[src/rtl/tmds_decoder_dvi_align.sv]
// -----------------------------------------------------------------------------
// tmds_decoder_dvi_align
//
// Receive-side TMDS channel decoder for DVI. It takes unaligned 10-bit words
// from a 1:10 deserializer and finds the TMDS word boundary using the DVI
// control tokens. It tracks alignment lock and decodes each aligned word into
// pixel data, a control value and display enable. There is one instance per
// channel; the parent combines the lock flags of the channels.
//
// Parameters
//   TOKEN_TIMEOUT  cycles without a control token before the block advances the
//                  bit offset (while searching) or drops lock (while locked).
//                  It must exceed the longest active-video run. Minimum 4.
//   LOCK_TOKENS    consecutive control tokens needed to declare lock (2..255)
//
// Ports
//   i_pix_clk  in   1   pixel clock; all logic runs on the rising edge
//   i_rst_n    in   1   asynchronous active-low reset
//   i_tmds     in  10   raw deserializer word; bit 0 is the earliest bit
//   o_data     out  8   decoded pixel data
//   o_ctrl     out  2   last decoded control value {c1,c0}
//   o_de       out  1   display enable; high for a data word while locked
//   o_locked   out  1   word alignment locked
//   o_offset   out  4   current bit offset, 0..9
// -----------------------------------------------------------------------------
module tmds_decoder_dvi_align #(
    parameter int TOKEN_TIMEOUT = 4096,
    parameter int LOCK_TOKENS   = 16
) (
    input  logic       i_pix_clk,
    input  logic       i_rst_n,
    input  logic [9:0] i_tmds,
    output logic [7:0] o_data,
    output logic [1:0] o_ctrl,
    output logic       o_de,
    output logic       o_locked,
    output logic [3:0] o_offset
);

    localparam int TIMER_W = (TOKEN_TIMEOUT > 2) ? $clog2(TOKEN_TIMEOUT) : 2;
    localparam int RUN_W   = 8;
    localparam logic [TIMER_W-1:0] TIMER_LAST = TIMER_W'(TOKEN_TIMEOUT - 1);
    localparam logic [RUN_W-1:0]   RUN_LOCK   = RUN_W'(LOCK_TOKENS);

    typedef enum logic [1:0] {
        ST_SEARCH = 2'd0,
        ST_CHECK  = 2'd1,
        ST_LOCKED = 2'd2
    } state_t;

    // -------------------------------------------------------------------------
    // Word classification and TMDS data decode
    // -------------------------------------------------------------------------
    function automatic logic is_token(input logic [9:0] w);
        return (w == 10'b1101010100) || (w == 10'b0010101011) ||
               (w == 10'b0101010100) || (w == 10'b1010101011);
    endfunction

    function automatic logic [1:0] token_ctrl(input logic [9:0] w);
        logic [1:0] c;
        case (w)
            10'b0010101011: c = 2'b01;
            10'b0101010100: c = 2'b10;
            10'b1010101011: c = 2'b11;
            default:        c = 2'b00;
        endcase
        return c;
    endfunction

    // bit 9 selects inversion of the payload, bit 8 selects XOR vs XNOR chaining
    function automatic logic [7:0] decode_data(input logic [9:0] w);
        logic [7:0] q;
        logic [7:0] d;
        q    = w[9] ? ~w[7:0] : w[7:0];
        d    = '0;
        d[0] = q[0];
        for (int i = 1; i < 8; i++) begin
            d[i] = w[8] ? (q[i] ^ q[i-1]) : ~(q[i] ^ q[i-1]);
        end
        return d;
    endfunction

    // -------------------------------------------------------------------------
    // Signals
    // -------------------------------------------------------------------------
    logic [9:0]         prev_p0;
    logic [18:0]        window_c;
    logic [9:0]         window_sel;
    logic [9:0]         aligned_p1;
    logic               tok_p1;

    logic [7:0]         data_p2;
    logic [1:0]         ctrl_p2;
    logic               de_p2;
    logic               locked_p2;

    state_t             state_q, state_d;
    logic [3:0]         offset_q, offset_d;
    logic [3:0]         offset_inc;
    logic [TIMER_W-1:0] timer_q, timer_d;
    logic [RUN_W-1:0]   run_q, run_d;
    logic [RUN_W-1:0]   run_inc;
    logic               skip_q, skip_d;

    // -------------------------------------------------------------------------
    // Stage 0 -> 1: two-word window and bit-offset selection
    // -------------------------------------------------------------------------
    // window_c[j] is the j-th bit in time across the previous and current word.
    // Offsets only reach 9, so the top bit of the current word is never needed.
    assign window_c = {i_tmds[8:0], prev_p0};

    always_comb begin
        window_sel = window_c[9:0];
        case (offset_q)
            4'd1:    window_sel = window_c[10:1];
            4'd2:    window_sel = window_c[11:2];
            4'd3:    window_sel = window_c[12:3];
            4'd4:    window_sel = window_c[13:4];
            4'd5:    window_sel = window_c[14:5];
            4'd6:    window_sel = window_c[15:6];
            4'd7:    window_sel = window_c[16:7];
            4'd8:    window_sel = window_c[17:8];
            4'd9:    window_sel = window_c[18:9];
            default: window_sel = window_c[9:0];
        endcase
    end

    always_ff @(posedge i_pix_clk or negedge i_rst_n) begin
        if (!i_rst_n) begin
            prev_p0    <= '0;
            aligned_p1 <= '0;
        end else begin
            prev_p0    <= i_tmds;
            aligned_p1 <= window_sel;
        end
    end

    assign tok_p1 = is_token(aligned_p1);

    // -------------------------------------------------------------------------
    // Stage 1 -> 2: decode of the aligned word
    // -------------------------------------------------------------------------
    always_ff @(posedge i_pix_clk or negedge i_rst_n) begin
        if (!i_rst_n) begin
            data_p2 <= '0;
            ctrl_p2 <= '0;
            de_p2   <= 1'b0;
        end else if (tok_p1) begin
            data_p2 <= '0;
            ctrl_p2 <= token_ctrl(aligned_p1);
            de_p2   <= 1'b0;
        end else begin
            // control value is sticky across data words
            data_p2 <= locked_p2 ? decode_data(aligned_p1) : 8'd0;
            de_p2   <= locked_p2;
        end
    end

    // -------------------------------------------------------------------------
    // Alignment FSM, evaluated on the stage-1 word
    // -------------------------------------------------------------------------
    assign offset_inc = (offset_q == 4'd9) ? 4'd0 : offset_q + 4'd1;
    assign run_inc    = run_q + 8'd1;

    always_comb begin
        state_d  = state_q;
        offset_d = offset_q;
        timer_d  = timer_q;
        run_d    = run_q;
        skip_d   = 1'b0;

        // The word right after an offset change was cut with the old offset,
        // so it carries no information about the new alignment.
        if (!skip_q) begin
            case (state_q)
                ST_SEARCH: begin
                    if (tok_p1) begin
                        state_d = ST_CHECK;
                        run_d   = 8'd1;
                    end else if (timer_q == TIMER_LAST) begin
                        offset_d = offset_inc;
                        timer_d  = '0;
                        skip_d   = 1'b1;
                    end else begin
                        timer_d = timer_q + 1'b1;
                    end
                end
                ST_CHECK: begin
                    if (tok_p1) begin
                        run_d = run_inc;
                        if (run_inc == RUN_LOCK) begin
                            state_d = ST_LOCKED;
                            timer_d = '0;
                        end
                    end else begin
                        state_d = ST_SEARCH;
                        timer_d = '0;
                    end
                end
                ST_LOCKED: begin
                    if (tok_p1) begin
                        timer_d = '0;
                    end else if (timer_q == TIMER_LAST) begin
                        state_d  = ST_SEARCH;
                        offset_d = offset_inc;
                        timer_d  = '0;
                        skip_d   = 1'b1;
                    end else begin
                        timer_d = timer_q + 1'b1;
                    end
                end
                default: begin
                    state_d = ST_SEARCH;
                    timer_d = '0;
                end
            endcase
        end
    end

    always_ff @(posedge i_pix_clk or negedge i_rst_n) begin
        if (!i_rst_n) begin
            state_q   <= ST_SEARCH;
            offset_q  <= '0;
            timer_q   <= '0;
            run_q     <= '0;
            skip_q    <= 1'b0;
            locked_p2 <= 1'b0;
        end else begin
            state_q   <= state_d;
            offset_q  <= offset_d;
            timer_q   <= timer_d;
            run_q     <= run_d;
            skip_q    <= skip_d;
            locked_p2 <= (state_q == ST_LOCKED);
        end
    end

    assign o_data   = data_p2;
    assign o_ctrl   = ctrl_p2;
    assign o_de     = de_p2;
    assign o_locked = locked_p2;
    assign o_offset = offset_q;

endmodule

[config.mk]
export PLATFORM = sky130hd
export DESIGN_NAME = tmds_decoder_dvi_align
export DESIGN_NICKNAME = d
export VERILOG_FILES = /design/src/rtl/tmds_decoder_dvi_align.sv
export SDC_FILE = /design/constraint.sdc
export NUM_CORES = 1
export LEC_CHECK = 0
export BUFFER_PORTS_ARGS = -buffer_cell sky130_fd_sc_hd__buf_4
export CORE_ASPECT_RATIO = 0.9
export CORE_UTILIZATION = 54
export DETAILED_ROUTE_END_ITERATION = 12
export GPL_TIMING_DRIVEN = 0
export PLACE_DENSITY = 0.76
export SYNTH_ARGS = -nofsm -noshare
export SYNTH_HDL_FRONTEND = slang
export SYNTH_SLANG_ARGS = --single-unit
export TNS_END_PERCENT = 5
[constraint.sdc]
create_clock -name i_pix_clk -period 2.1 [get_ports i_pix_clk]
set_clock_uncertainty 0.05 [all_clocks]
set_input_delay 0.315 -clock i_pix_clk [delete_from_list [all_inputs] [get_ports i_pix_clk]]
set_output_delay 0.315 -clock i_pix_clk [all_outputs]
set_load 0.01 [all_outputs]
==> impl_summary.txt, run 1 <==
----------------------------------------------------
[Critical path]
  Cell-by-cell listing of the critical path ... or4b_4 -> or4_4 -> a32oi_1 -> o21ai_1 -> a211oi_2
  Source of the critical timing path ... aligned_p1[5]
  Family with the most delay on the worst path ... simple AND/OR/NAND/NOR gates
  Classification of the worst setup path ... reg2reg
  Critical Path RT ... 2320 ps
  CP max FO ... 5
  Element type at the critical path start ... flip-flop
  Worst flop-to-flop path startpoint ... aligned_p1[5]
  Critical path endpoint category ... flip-flop
  Stage delay of the slowest cell on the critical path ... 570 ps
  Arrival time of the worst setup path ... 2310 ps
  Buffers plus inverters on the worst setup path ... 0
  Slowest cell on the critical path ... sky130_fd_sc_hd__or4b_4

[CTS]
  Maximum clock insertion buffer count ... 2
  Worst-Skew Late Latency ... 350 ps
  Cts bufs inserted ... 9
  Post-CTS clock slew at the launch and capture registers of the worst setup and hold paths ... 70 ps
  Clock tree root buffer cell ... sky130_fd_sc_hd__clkbuf_8
  Number of H-tree branching levels ... 3
  Clock net sink count ... 59
  Clock tree from TritonCTS ... done

[GRT]
  Global-route total usage across every layer ... 0.304
  Global-route wire length before repair ... 15800 um
  Number of antenna violations at the first check in global routing ... 0
  Vias in the first global route ... 3245
  Total overflow reported by the global router ... 0
  Maximum number of pins on one net before global-route repair ... 60

[Pwr]
  Power density of the placed cells ... 666 nW/um^2
  Total power draw ... 0.00281 W
  Leakage power ... 1.76 nW
  Peak supply drop ... 0.461 mV

[Layout]
  Core Util, Final ... 0.683
  Post-layout nets ... 438
  Antenna cell count ... 0
  Ratio of cells with drive above 1 in the final layout ... 0.224
  Final instance count without filler cells ... 516
  Top library cells by usage in the layout, fill and taps aside ... sky130_fd_sc_hd__dfrtp_1, sky130_fd_sc_hd__buf_4, sky130_fd_sc_hd__nand2_1
  Most frequent standard cell in the layout excluding fill and tap cells ... sky130_fd_sc_hd__dfrtp_1
  Filler Cells Inserted ... 495
  Layout Area Growth over Synthesis ... 21.3%

[Drt]
  Average detailed-routed wire length per instance ... 18.6 um
  Routed WL ... 9590 um
  Via/cell ratio ... 6.52
  First-pass iteration count of the detailed router ... 6
  DRC violations left ... 0
  Routed vias ... 3363
  Number of violations reported at the end of detailed-routing iteration 0 ... 341
  Final ANT Viol Nets ... 0

[STA]
  Slew at the pin with the worst max-slew slack ... 722 ps
  RSZ-0062 raised after global routing ... yes
  Ratio of final minimum period to clock period ... 0.995
  Minimum clock period after layout ... 2090 ps
  Total of endpoints with negative setup slack in the final report ... 0
  Achievable frequency ... 0.478 GHz
  Crit path setup slack, layout ... 9.62 ps
  Slew headroom ... 0.518
  Fin. max-slew vios ... 0
  Final hold viol count ... 0

[Die]
  Die outline width ... 86.6 um
  CORE AREA ... 6180 sq um
  Number of rows created at floorplan ... 27
  Boundary Pins ... 28
  Die H ... 78.2 um
  Starting utilization of the core area ... 0.563
  Die area ... 6770 sq um

[Hold path]
  Startpoint of the most critical hold path ... i_tmds[9]
  Worst hold path class ... in2reg

[Placed design]
  Number of buffer cells added on primary ports ... 27
  Placed wire-length estimate ... 6300 um
  Last weighted congestion value of the routability-driven placer ... 0.965
  Cell Count Post-Placement ... 492
  Worst setup slack after placement ... -569 ps

[Logic synthesis]
  Post-Syn Nets ... 392
  EDFF count, synth ... 0
  Proportion of synthesized chip area in sequential cells ... 0.424
  Cells after synthesis ... 378
  Proportion of register bits with asynchronous set or reset after synthesis ... 1.00
  Avg Cell Area, Syn ... 9.21 sq um
  Flip-flop and latch count after synthesis ... 59
  Number of distinct library cells after synthesis ... 60
  Area share of the largest cell type after synthesis ... 0.424
  Yosys warns ... 0
  Area of the mapped netlist ... 3480 sq um
  Cell type contributing the most total cell area after synthesis ... sky130_fd_sc_hd__dfrtp_1
  Dominant register cell in the synthesized netlist ... sky130_fd_sc_hd__dfrtp_1
  Dominant cells by area after synthesis ... sky130_fd_sc_hd__dfrtp_1, sky130_fd_sc_hd__o21ai_0, sky130_fd_sc_hd__nand2_1, sky130_fd_sc_hd__xnor2_1, sky130_fd_sc_hd__nor2_1

[Status]
  Result of the run ... completed

[Run]
  # Max-Cap Violations ... 0

----------------------------------------------------
## kinds of logic (layout without fill, tap and decap cells)
group,after synthesis,after routing,share of synthesized area
muxes,11,11,0.0341
AOI/OAI and AO/OA,113,113,0.237
adders and majority gates,2,2,0.00719
and+or+nand+nor,149,149,0.228
buffers and inverters,30,81,0.0345
DFF,59,59,0.424
xor gates and xnor gates,14,14,0.0352
## report_power, final
part,switching [W],internal (W)
sequential,0.000106,0.00122
combinational,0.000163,0.000144
clock,0.000504,0.000675
## worst paths after layout
path | cells past startpoint | to | slack [ps]
hold / removal | 1 | prev_p0[9] | 20
setup / recovery | 5 | timer_q[8] | 10
setup reg to reg | 5 | timer_q[8] | 10
max in group asynchronous | 2 | o_offset[3] | 960
hold reg to reg | 1 | o_ctrl[0] | 450
min in group asynchronous | 2 | run_q[4] | 500
## state kept, by name, summed over array words and instances, names as in the netlist, 2 cells and up
name and cells:
aligned_p1 10, o_ctrl 2, o_data 8, o_offset 4
prev_p0 10, run_q 8, state_q 2, timer_q 12
## layer usage
metal  vias up  GRT usage  wire length, um
met3        21     0.0925              879
li1       1544          -                -
met1      1609      0.423             4270
met2       189      0.444             4270
met4         0      0.118              170
met5         -          0                0
## synth_stat cells, drive strengths merged (3+ instances only)
master   n
or2      5
nand3   15
mux2     7
nand2b   9
and3     3
dfrtp   59
buf      8
a211oi   5
nor2b    7
o221ai   3
a32oi   10
or3      5
o31ai    4
xnor2   13
a32o     4
nor4     5
nor3    10
nor2    31
a221oi   6
a31oi    6
nand4   12
mux2i    4
o21ai   32
inv      8
a21oi    6
clkbuf  14
a22o    11
o211ai   7
nand2   33
## cell type report
class,instances,area [sq um],share of cell area
Buffer,19,106,0.0252
Clock buffer,9,124,0.0293
Clock inverter,7,100,0.0237
Inverter,8,30.0,0.00711
Multi-Input combinational cell,289,1970,0.468
Sequential cell,59,1480,0.351
Tap cell,87,109,0.0258
Timing Repair Buffer,38,299,0.0708
## timing repair
action                                 CTS  global route
endpoints found under the hold margin   15             0
pin swaps                                3             9
gates resized for setup                 14            31
buffers inserted                         9             1
hold buffers                             1             0
setup endpoints to repair               35            30
## stage by stage
step           area (sq um)  hold WS [ps]  setup TNS, ps
2_1_floorplan          3480         -30.6          -5.05
3_3_place_gp           3800           370          -4730
3_5_place_dp           3800           376          -4590
4_1_cts                4120          14.1          -1.70
5_1_grt                4220          14.0           -328
6_report               4220          24.0              0
(Power assumes the default switching activity.)
==> run 2: changes to the inputs <==
Settings changed: CORE_UTILIZATION 54 to 62, CTS_BUF_LIST set to sky130_fd_sc_hd__clkbuf_8, PLACE_DENSITY 0.76 to 0.82.
Clock period 2.1 ns to 2.4 ns, I/O delays scaled along.
==> run 2 against run 1 <==
  * Total power decreased by 12%
  * Die area decreased by 13%
  * Cell count decreased by 5.6%
  * Cell area decreased by 5.2%
  * Setup slack improved by 80 ps
  * Routed wire length increased by 1.7%
  * Clock-buffer cell count increased by 2
  * Critical path type unchanged
  * Largest cell class unchanged
==> impl_summary.txt, run 2 (synthesized netlist as in run 1, its figures left out) <==
----------------------------------------------------
[Pwr]
  Leakage power ... 1.65 nW
  Total power draw ... 0.00247 W
  Power density of the placed cells ... 618 nW/um^2
  Peak supply drop ... 0.565 mV

[CTS]
  Clock net sink count ... 59
  Clock tree from TritonCTS ... done
  Worst-Skew Late Latency ... 350 ps
  Hold bufs inserted after CTS ... 0
  Maximum clock insertion buffer count ... 2
  Post-CTS clock slew at the launch and capture registers of the worst setup and hold paths ... 70 ps
  Clock tree root buffer cell ... sky130_fd_sc_hd__clkbuf_8
  Cts bufs inserted ... 9
  Number of H-tree branching levels ... 3

[Placed design]
  Placed cell areas ... 3770 sq um
  Number of buffer cells added on primary ports ... 27
  Worst setup slack after placement ... -128 ps
  Placed wire-length estimate ... 6680 um
  Last weighted congestion value of the routability-driven placer ... 1.01

[Layout]
  Core Util, Final ... 0.753
  Flip-flop count of the largest register, all copies and words added ... 12
  Area taken by multi-input logic gates ... 1890 sq um
  Layout Area Growth over Synthesis ... 15.0%
  Post-layout nets ... 430
  Antenna cell count ... 0
  Filler Cells Inserted ... 388
  Ratio of cells with drive above 1 in the final layout ... 0.162
  Most frequent standard cell in the layout excluding fill and tap cells ... sky130_fd_sc_hd__dfrtp_1
  Top flop regs ... timer_q: 12 flops, aligned_p1: 10 flops, prev_p0: 10 flops
  Top library cells by usage in the layout, fill and taps aside ... sky130_fd_sc_hd__dfrtp_1, sky130_fd_sc_hd__nand2_1, sky130_fd_sc_hd__o21ai_0
  Non-Filler Cell Area, Final ... 4000 sq um
  Sequential cell area ... 1480 sq um
  Largest register by flop count ... timer_q

[Die]
  Die area ... 5920 sq um
  Number of rows created at floorplan ... 25
  Die H ... 73.1 um
  Die outline width ... 81.0 um
  Starting utilization of the core area ... 0.655
  CORE AREA ... 5320 sq um
  Boundary Pins ... 28

[GRT]
  Total overflow reported by the global router ... 0
  Vias in the first global route ... 3083
  Maximum number of pins on one net before global-route repair ... 60
  Number of antenna violations at the first check in global routing ... 0
  Global-route total usage across every layer ... 0.356
  Global-route wire length before repair ... 15600 um

[STA]
  Crit path setup slack, layout ... 90.0 ps
  Setup TNS ... 0 ps
  Achievable frequency ... 0.433 GHz
  Total of endpoints with negative setup slack in the final report ... 0
  Minimum clock period after layout ... 2310 ps
  Slew at the pin with the worst max-slew slack ... 906 ps
  Slew headroom ... 0.391
  RSZ-0062 raised after global routing ... yes
  Fin. max-slew vios ... 0
  Ratio of final minimum period to clock period ... 0.962
  Final hold viol count ... 0

[Critical path]
  Cell repeated most along the worst path ... sky130_fd_sc_hd__clkbuf_1
  Critical Path RT ... 2580 ps
  CP max FO ... 8
  Slowest cell on the critical path ... sky130_fd_sc_hd__o311ai_1
  Cell-by-cell listing of the critical path ... clkbuf_1 -> nor4b_1 -> and3_1 -> clkbuf_1 -> nor2_2 -> nand4_1 -> o311ai_1
  Element type at the critical path start ... flip-flop
  Critical path endpoint category ... flip-flop
  Arrival time of the worst setup path ... 2490 ps
  Buffers plus inverters on the worst setup path ... 2
  Classification of the worst setup path ... reg2reg
  Family with the most delay on the worst path ... simple AND/OR/NAND/NOR gates
  Stage delay of the slowest cell on the critical path ... 410 ps

[Drt]
  First-pass iteration count of the detailed router ... 5
  Routed vias ... 3441
  Final ANT Viol Nets ... 0
  Routed WL ... 9750 um
  DRC violations left ... 0
  Number of violations reported at the end of detailed-routing iteration 0 ... 448
  Average detailed-routed wire length per instance ... 20.0 um
  Via/cell ratio ... 7.07

[Run]
  # Max-Cap Violations ... 0

[Hold path]
  Worst hold path class ... in2async

[Status]
  Result of the run ... completed

----------------------------------------------------
run 2: changes by cell type in the layout (fill, tap and decap cells not counted), moves of 3 or more:
cell	previous run	this run
sky130_fd_sc_hd__clkbuf_1	7	12
sky130_fd_sc_hd__buf_6	5	0
sky130_fd_sc_hd__dfrtp_2	3	0
sky130_fd_sc_hd__clkbuf_4	3	0
sky130_fd_sc_hd__buf_1	0	3
sky130_fd_sc_hd__dfrtp_1	56	59
sky130_fd_sc_hd__buf_4	34	29
run 2: power by group:
part / internal (W) / total (W) / switching [W] / leakage, nW
clock: 0.000636 / 0.00105 / 0.000414 / 0.115
combinational: 0.000118 / 0.000261 / 0.000143 / 0.778
sequential: 0.00107 / 0.00116 / 0.0000955 / 0.760
run 2: layout make-up:
class | instances | share of cell area
multi-input cells | 289 | 0.472
flip-flops and latches | 59 | 0.369
repair buffers | 27 | 0.0506
clock buffers | 11 | 0.0378
plain buffers | 22 | 0.0241
well taps | 67 | 0.0209
clock inverters | 4 | 0.0184
inverters | 8 | 0.00750
run 2: metal layers:
metal	global-route usage	vias up	wire (um)
met5	0	-	0
met4	0.113	0	160
met3	0.0800	24	1090
met2	0.553	263	4440
met1	0.494	1634	4050
li1	-	1520	-
run 2: worst reg2reg max path, delay by kind of cell (launching register included):
family / cells / cell delay (ps)
buffers and inverters: 2 / 480
and+or+nand+nor: 4 / 910
DFF: 1 / 330
AOI/OAI and AO/OA: 1 / 410
run 2: what timing repair did:
action                                  4_1_cts  5_1_grt
cloned                                        0        0
setup buffers                                 0        0
pin swaps                                     0        2
endpoints found under the setup margin        1       27
gates resized for setup                       3        7
run 2: worst paths after layout:
| check | from | end | cells after the start | slack (ps) |
|---|---|---|---|---|
| max in group asynchronous | i_rst_n | prev_p0[0] | 1 | 1810 |
| worst max register to register | aligned_p1[8] | timer_q[2] | 7 | 90 |
| min in group i_pix_clk | i_tmds[9] | prev_p0[9] | 1 | 70 |
| worst min register to register | aligned_p1[9] | o_ctrl[1] | 1 | 470 |
| worst max-delay path | aligned_p1[8] | timer_q[2] | 7 | 90 |
| worst min-delay path | i_rst_n | run_q[4] | 1 | 10 |
run 2: through the flow:
step,hold WS [ps],instances
after detailed placement,408,472
after floorplan,14.4,378
after global placement,405,472
final,13.1,487
after CTS,40.5,487
after global routing,56.5,487
